## src/rtl/load_store_unit.sv

```systemverilog
// Load/store initiator for the byte-addressed big-endian data RAM.
// Takes one request at a time, drives the RAM for one cycle and returns a one-cycle response.
module load_store_unit #(
    parameter int unsigned ADDR_LIMIT = 4096,
    parameter logic [3:0]  IDLE_SEL   = 4'b1111
) (
    input  logic        clk,
    input  logic        rst,
    input  logic        req_valid,
    output logic        req_ready,
    input  logic        req_store,
    input  logic [2:0]  req_funct3,
    input  logic [31:0] req_base,
    input  logic [31:0] req_offset,
    input  logic [31:0] req_wdata,
    output logic        resp_valid,
    output logic [31:0] resp_data,
    output logic        resp_err,
    output logic [31:0] memAddr,
    output logic [3:0]  memSel,
    output logic [31:0] memDataWrite,
    input  logic [31:0] memData
);

    localparam int unsigned XW = 32;

    typedef enum logic [1:0] {
        IDLE,
        ACCESS,
        RESP
    } state_t;

    state_t state, state_d;

    logic [XW-1:0] addr_q;
    logic [XW-1:0] wdata_q;
    logic [2:0]    funct3_q;
    logic          store_q;
    logic          err_q;

    logic [XW-1:0] req_addr;
    logic [2:0]    size_m1;
    logic [XW:0]   last_byte;
    logic          req_err;
    logic          accept;
    logic [XW-1:0] load_data;

    logic          req_ready_d;
    logic          resp_valid_d;
    logic [XW-1:0] resp_data_d;
    logic          resp_err_d;
    logic [XW-1:0] mem_addr_d;
    logic [3:0]    mem_sel_d;
    logic [XW-1:0] mem_wdata_d;

    // Request legality; the last-byte sum is one bit wider so a wrapped address stays out of range.
    always_comb begin
        req_addr = req_base + req_offset;
        case (req_funct3[1:0])
            2'b00:   size_m1 = 3'd0;
            2'b01:   size_m1 = 3'd1;
            2'b10:   size_m1 = 3'd3;
            default: size_m1 = 3'd0;
        endcase
        last_byte = {1'b0, req_addr} + (XW+1)'(size_m1);
        req_err   = 1'b0;
        if (req_funct3 == 3'b011 || req_funct3 == 3'b110 || req_funct3 == 3'b111)
            req_err = 1'b1;
        if (req_store && req_funct3[2])
            req_err = 1'b1;
        if (req_funct3[1:0] == 2'b01 && req_addr[0])
            req_err = 1'b1;
        if (req_funct3[1:0] == 2'b10 && req_addr[1:0] != 2'b00)
            req_err = 1'b1;
        if (last_byte >= (XW+1)'(ADDR_LIMIT))
            req_err = 1'b1;
    end

    // Re-extend from the low bits only; the RAM's upper bits are not trusted.
    always_comb begin
        case (funct3_q)
            3'b000:  load_data = {{24{memData[7]}}, memData[7:0]};
            3'b100:  load_data = {24'd0, memData[7:0]};
            3'b001:  load_data = {{16{memData[15]}}, memData[15:0]};
            3'b101:  load_data = {16'd0, memData[15:0]};
            3'b010:  load_data = memData;
            default: load_data = '0;
        endcase
    end

    always_comb begin
        state_d      = state;
        accept       = 1'b0;
        resp_valid_d = 1'b0;
        resp_data_d  = '0;
        resp_err_d   = 1'b0;
        mem_addr_d   = memAddr;
        mem_sel_d    = IDLE_SEL;
        mem_wdata_d  = memDataWrite;
        case (state)
            IDLE: begin
                if (req_valid) begin
                    accept  = 1'b1;
                    state_d = req_err ? RESP : ACCESS;
                end
            end
            ACCESS: begin
                mem_addr_d  = addr_q;
                mem_sel_d   = {funct3_q, ~store_q};
                mem_wdata_d = wdata_q;
                state_d     = RESP;
            end
            RESP: begin
                resp_valid_d = 1'b1;
                resp_err_d   = err_q;
                resp_data_d  = (err_q || store_q) ? '0 : load_data;
                state_d      = IDLE;
            end
            default: state_d = IDLE;
        endcase
        req_ready_d = (state_d == IDLE);
    end

    always_ff @(posedge clk or posedge rst) begin
        if (rst) begin
            state        <= IDLE;
            req_ready    <= 1'b1;
            resp_valid   <= 1'b0;
            resp_data    <= '0;
            resp_err     <= 1'b0;
            memAddr      <= '0;
            memSel       <= IDLE_SEL;
            memDataWrite <= '0;
            addr_q       <= '0;
            wdata_q      <= '0;
            funct3_q     <= '0;
            store_q      <= 1'b0;
            err_q        <= 1'b0;
        end else begin
            state        <= state_d;
            req_ready    <= req_ready_d;
            resp_valid   <= resp_valid_d;
            resp_data    <= resp_data_d;
            resp_err     <= resp_err_d;
            memAddr      <= mem_addr_d;
            memSel       <= mem_sel_d;
            memDataWrite <= mem_wdata_d;
            if (accept) begin
                addr_q   <= req_addr;
                wdata_q  <= req_wdata;
                funct3_q <= req_funct3;
                store_q  <= req_store;
                err_q    <= req_err;
            end
        end
    end

endmodule

```

## config.mk

```make
export PLATFORM = sky130hd
export DESIGN_NAME = load_store_unit
export DESIGN_NICKNAME = d
export VERILOG_FILES = /design/src/rtl/load_store_unit.sv
export SDC_FILE = /design/constraint.sdc
export NUM_CORES = 1
export LEC_CHECK = 0
export ABC_CLOCK_PERIOD_IN_PS = 4850
export CORE_MARGIN = 3
export CORE_UTILIZATION = 45
export DETAILED_ROUTE_END_ITERATION = 12
export PLACE_DENSITY = 0.78
export REMOVE_ABC_BUFFERS = 1
export SYNTH_ARGS = -nofsm -noshare
export SYNTH_HDL_FRONTEND = slang
export SYNTH_SLANG_ARGS = --single-unit
```

## constraint.sdc

```tcl
create_clock -name clk -period 4.85 [get_ports clk]
set_input_delay 0.485 -clock clk [delete_from_list [all_inputs] [get_ports clk]]
set_output_delay 0.485 -clock clk [all_outputs]
set_load 0.01 [all_outputs]
```

==> impl_summary.log <==
INFO  metric fraction_of_the_cycle_the_final_worst_path_needs = 94.8%
INFO  metric remaining_drc_errors = 0
INFO  metric dieArea = 21900 sq um
INFO  metric worst-path-buf-inv = 2
INFO  metric die_h = 148 microns
INFO  metric syn-mean-instance-area = 8.41 sq um
INFO  metric power.share.clock = 35.5%
INFO  metric synth_xor_area_share = 2.13%
INFO  metric num_io_pins = 238
INFO  metric max_slew.worst_pin.slew = 1.06 ns
INFO  metric mostFrequentLayoutCells = 405 x nand2_1, 237 x clkdlybuf4s50_1, 169 x dfrtp_1, 74 x a21oi_1, 53 x nor2_1
INFO  metric yosys.cell_types.count = 66
INFO  metric fin_skew = 0.0119 ns
INFO  metric grt_setup_unrepaired = no
INFO  metric clockRootBuffer = clkbuf_16
INFO  metric start_kind = input port
INFO  metric rows = 51
INFO  metric grt_pass1_wl = 40.2 mm
INFO  metric required_time_worst_endpoint = 5.15 ns
INFO  metric cts-resized-gates = 0
INFO  metric layout_setup_ws = 0.254 ns
INFO  metric number_of_optimization_iterations_in_the_first_detailed_route_pass = 5
INFO  metric worstSetupEndpointType = flip-flop
INFO  metric netlist_area = 9060 sq um
INFO  metric tritoncts_clock_tree = done
INFO  metric place_congestion = 0.854
INFO  metric io_buffer_count = 237
INFO  metric muxShareOfSynthArea = 0.898%
INFO  metric post_layout_nonfiller_instances = 1596
INFO  metric dominantRegCellSynth = dfrtp_1
INFO  metric post_synth_arst_share = 100%
INFO  metric cellLeakagePower = 5.82 nW
INFO  metric min_path_type = flip-flop to flip-flop
INFO  metric timing.critical_path.fanout_max = 7
INFO  metric dr_vias = 8382
INFO  metric post-place-ws = -0.196 ns
INFO  metric power_switching_share = 29.8%
INFO  metric synthAdderAreaFrac = 5.41%
INFO  metric maxSlewViolCount = 0
INFO  metric effective_utilization_at_floorplan = 46.2%
INFO  metric number_of_synthesized_flops_with_an_enable_pin = 0
INFO  metric later_pin_clock_latency_in_the_skew_report = 0.43 ns
INFO  metric hpwl = 18.5 mm
INFO  metric antenna_found_initial = 0
INFO  metric post_synthesis_simple_gate_area_fraction = 27.0%
INFO  metric synth_seq_cells = 174
INFO  metric dp.cells = 1565
INFO  metric period_minus_slack = 4.60 ns
INFO  metric synth_top_family_by_area = simple AND/OR/NAND/NOR gates
INFO  metric dr.first_iter.drc_count = 401
INFO  metric max_cap_viol_count = 0
INFO  metric viasPerCell = 5.25
INFO  metric cts.hold.buffers_added = 0
INFO  metric grt_max_degree = 106
INFO  metric max_slew_margin = 29.3%
INFO  metric timing.setup.critical_path_class = input port to flip-flop
INFO  metric timing.critical_path.slowest_stage_cell = or4_1
INFO  metric peak_supply_drop = 0.196 mV
INFO  metric critPathTopFamily = simple AND/OR/NAND/NOR gates
INFO  metric ant_diodes = 0
INFO  metric status = finished, final reports clean
INFO  metric design.core.area = 19600 sq um
INFO  metric seq_power_share = 43.9%
INFO  metric timing.final.hold_violations = 0
INFO  metric postCtsSetupBuffers = 0
INFO  metric timing.critical_path.cells = clkdlybuf4s50_1 > ha_1 > fa_1 > a21o_1 > a221o_1 > a32o_1 > or4_1 > or4_4 > or4_4 > buf_4 > a211oi_2 > nand4b_2 > a2111oi_4 > nor2_2
INFO  metric gr-total-overflow = 0
INFO  metric detail-route-antenna-nets = 0
INFO  metric cts_num_sinks = 174
INFO  metric maximum_clock_insertion_buffer_count = 2
INFO  metric r2r_setup_slack = 2.64 ns
INFO  metric wirelength = 25.0 mm
INFO  metric cts_made_buffers = 17
INFO  metric critical-path-max-stage-delay = 0.53 ns
INFO  metric comb_power_share = 20.6%
INFO  metric post_route_cells_drive_above_1_share = 6.99%
INFO  metric p_switching = 1.09 mW
INFO  metric post_synth_inst_count = 1077
INFO  metric final_common_cell = nand2_1
INFO  metric first_global_vias = 8190
INFO  metric grt.total_usage = 22.5%
INFO  metric synth_compound_area_share = 13.6%
INFO  metric critPathArrivalTime = 4.90 ns
INFO  metric synth_warnings = 0
INFO  metric crit_path_frequent_cell = or4_4
INFO  metric die_w = 148 microns
INFO  metric cell_internal_pwr = 2.57 mW
INFO  metric clock_tree.htree_level_count = 4
INFO  metric clk_pin_slew = 0.06 ns
INFO  metric syn_to_final_growth = 37.2%
INFO  metric fmaxAchievable = 0.218 GHz
INFO  metric finalNetCount = 1492
INFO  metric setup_viol = 0
INFO  metric fillers = 1655
INFO  metric synth_sequential_area_ratio = 48.1%
INFO  metric pwr_density_cell = 294 nW/um^2
INFO  metric wl_per_cell = 15.7 microns
-- power groups by stage --
stage	Combinational, mW	Sequential [mW]	Clock (mW)
after CTS	0.758	1.61	1.33
after global routing	0.844	1.62	1.40
after detailed placement	0.754	1.63	0
final	0.754	1.61	1.30
after floorplan	0.456	1.62	0
after global placement	0.740	1.63	0
-- Yosys cell counts (all sizes together), types with 5 or more instances --
library cell,count,area [sq um]
a211oi,6,55.1
a21o,8,60.1
a21oi,74,370
and3,16,100
clkbuf,48,180
dfrtp,169,4230
dfstp,5,131
ha,36,450
inv,13,48.8
mux2i,7,70.1
nand2,406,1520
nand2b,7,43.8
nand3,13,65.1
nand4,12,75.1
nor2,55,209
nor2b,5,31.3
nor3,13,65.1
nor4,8,50.1
o211ai,12,90.1
o21ai,58,290
or2,5,31.3
or3,7,43.8
or4,6,52.6
xnor2,11,96.3
xor2,11,96.3
-- cell families after synthesis --
kind of cell,after synthesis
AOI/OAI and AO/OA,199
xor gates and xnor gates,22
adders and majority gates,38
buffers and inverters,65
DFF,174
muxes,8
and+or+nand+nor,571
-- final timing paths --
kind	startpoint	endpoint	depth (start not counted)
max in group asynchronous	rst	wdata_q[15]	3
hold / removal	store_q	memSel[0]	1
setup reg to reg	funct3_q[0]	resp_data[27]	4
setup / recovery	req_base[0]	err_q	14
hold reg to reg	store_q	memSel[0]	1
min in group asynchronous	rst	memDataWrite[6]	2
-- flip-flops by register name, indices dropped and copies added, names as in the netlist, 2 cells and up --
name,flops
resp_data,32
addr_q,32
memAddr,32
state,2
memSel,4
wdata_q,32
funct3_q,3
memDataWrite,32
-- layout make-up --
class	count	area, sq um	share of cell area (%)
timing repair buffer	275	2660	21.4
clock inverter	13	123	0.987
clock buffer	18	439	3.53
inverter	13	53.8	0.433
tap	265	332	2.67
sequential	174	4360	35.1
multi-input combinational	838	4460	35.9
-- stage by stage --
stage	TNS (ns)	power, mW	instance area, sq um	hold WS [ns]	util (%)
floorplan	-58.06	2.07	8850	0.395	-
global placement	-0.264	2.37	11900	0.445	60.6
detailed placement	-0.441	2.39	11900	0.450	60.6
CTS	0	3.70	12400	0.463	63.4
global route	0	3.86	12400	0.479	63.4
finish	0	3.66	12400	0.453	63.4
-- metal layers --
layer	up-vias	GRT usage, %	wire (microns)
met5	-	0	0
li1	4126	-	-
met4	0	6.19	478
met3	38	4.23	1410
met2	248	40.5	12600
met1	3970	27.8	10500
Note: power is estimated with default switching activity, not from simulation.
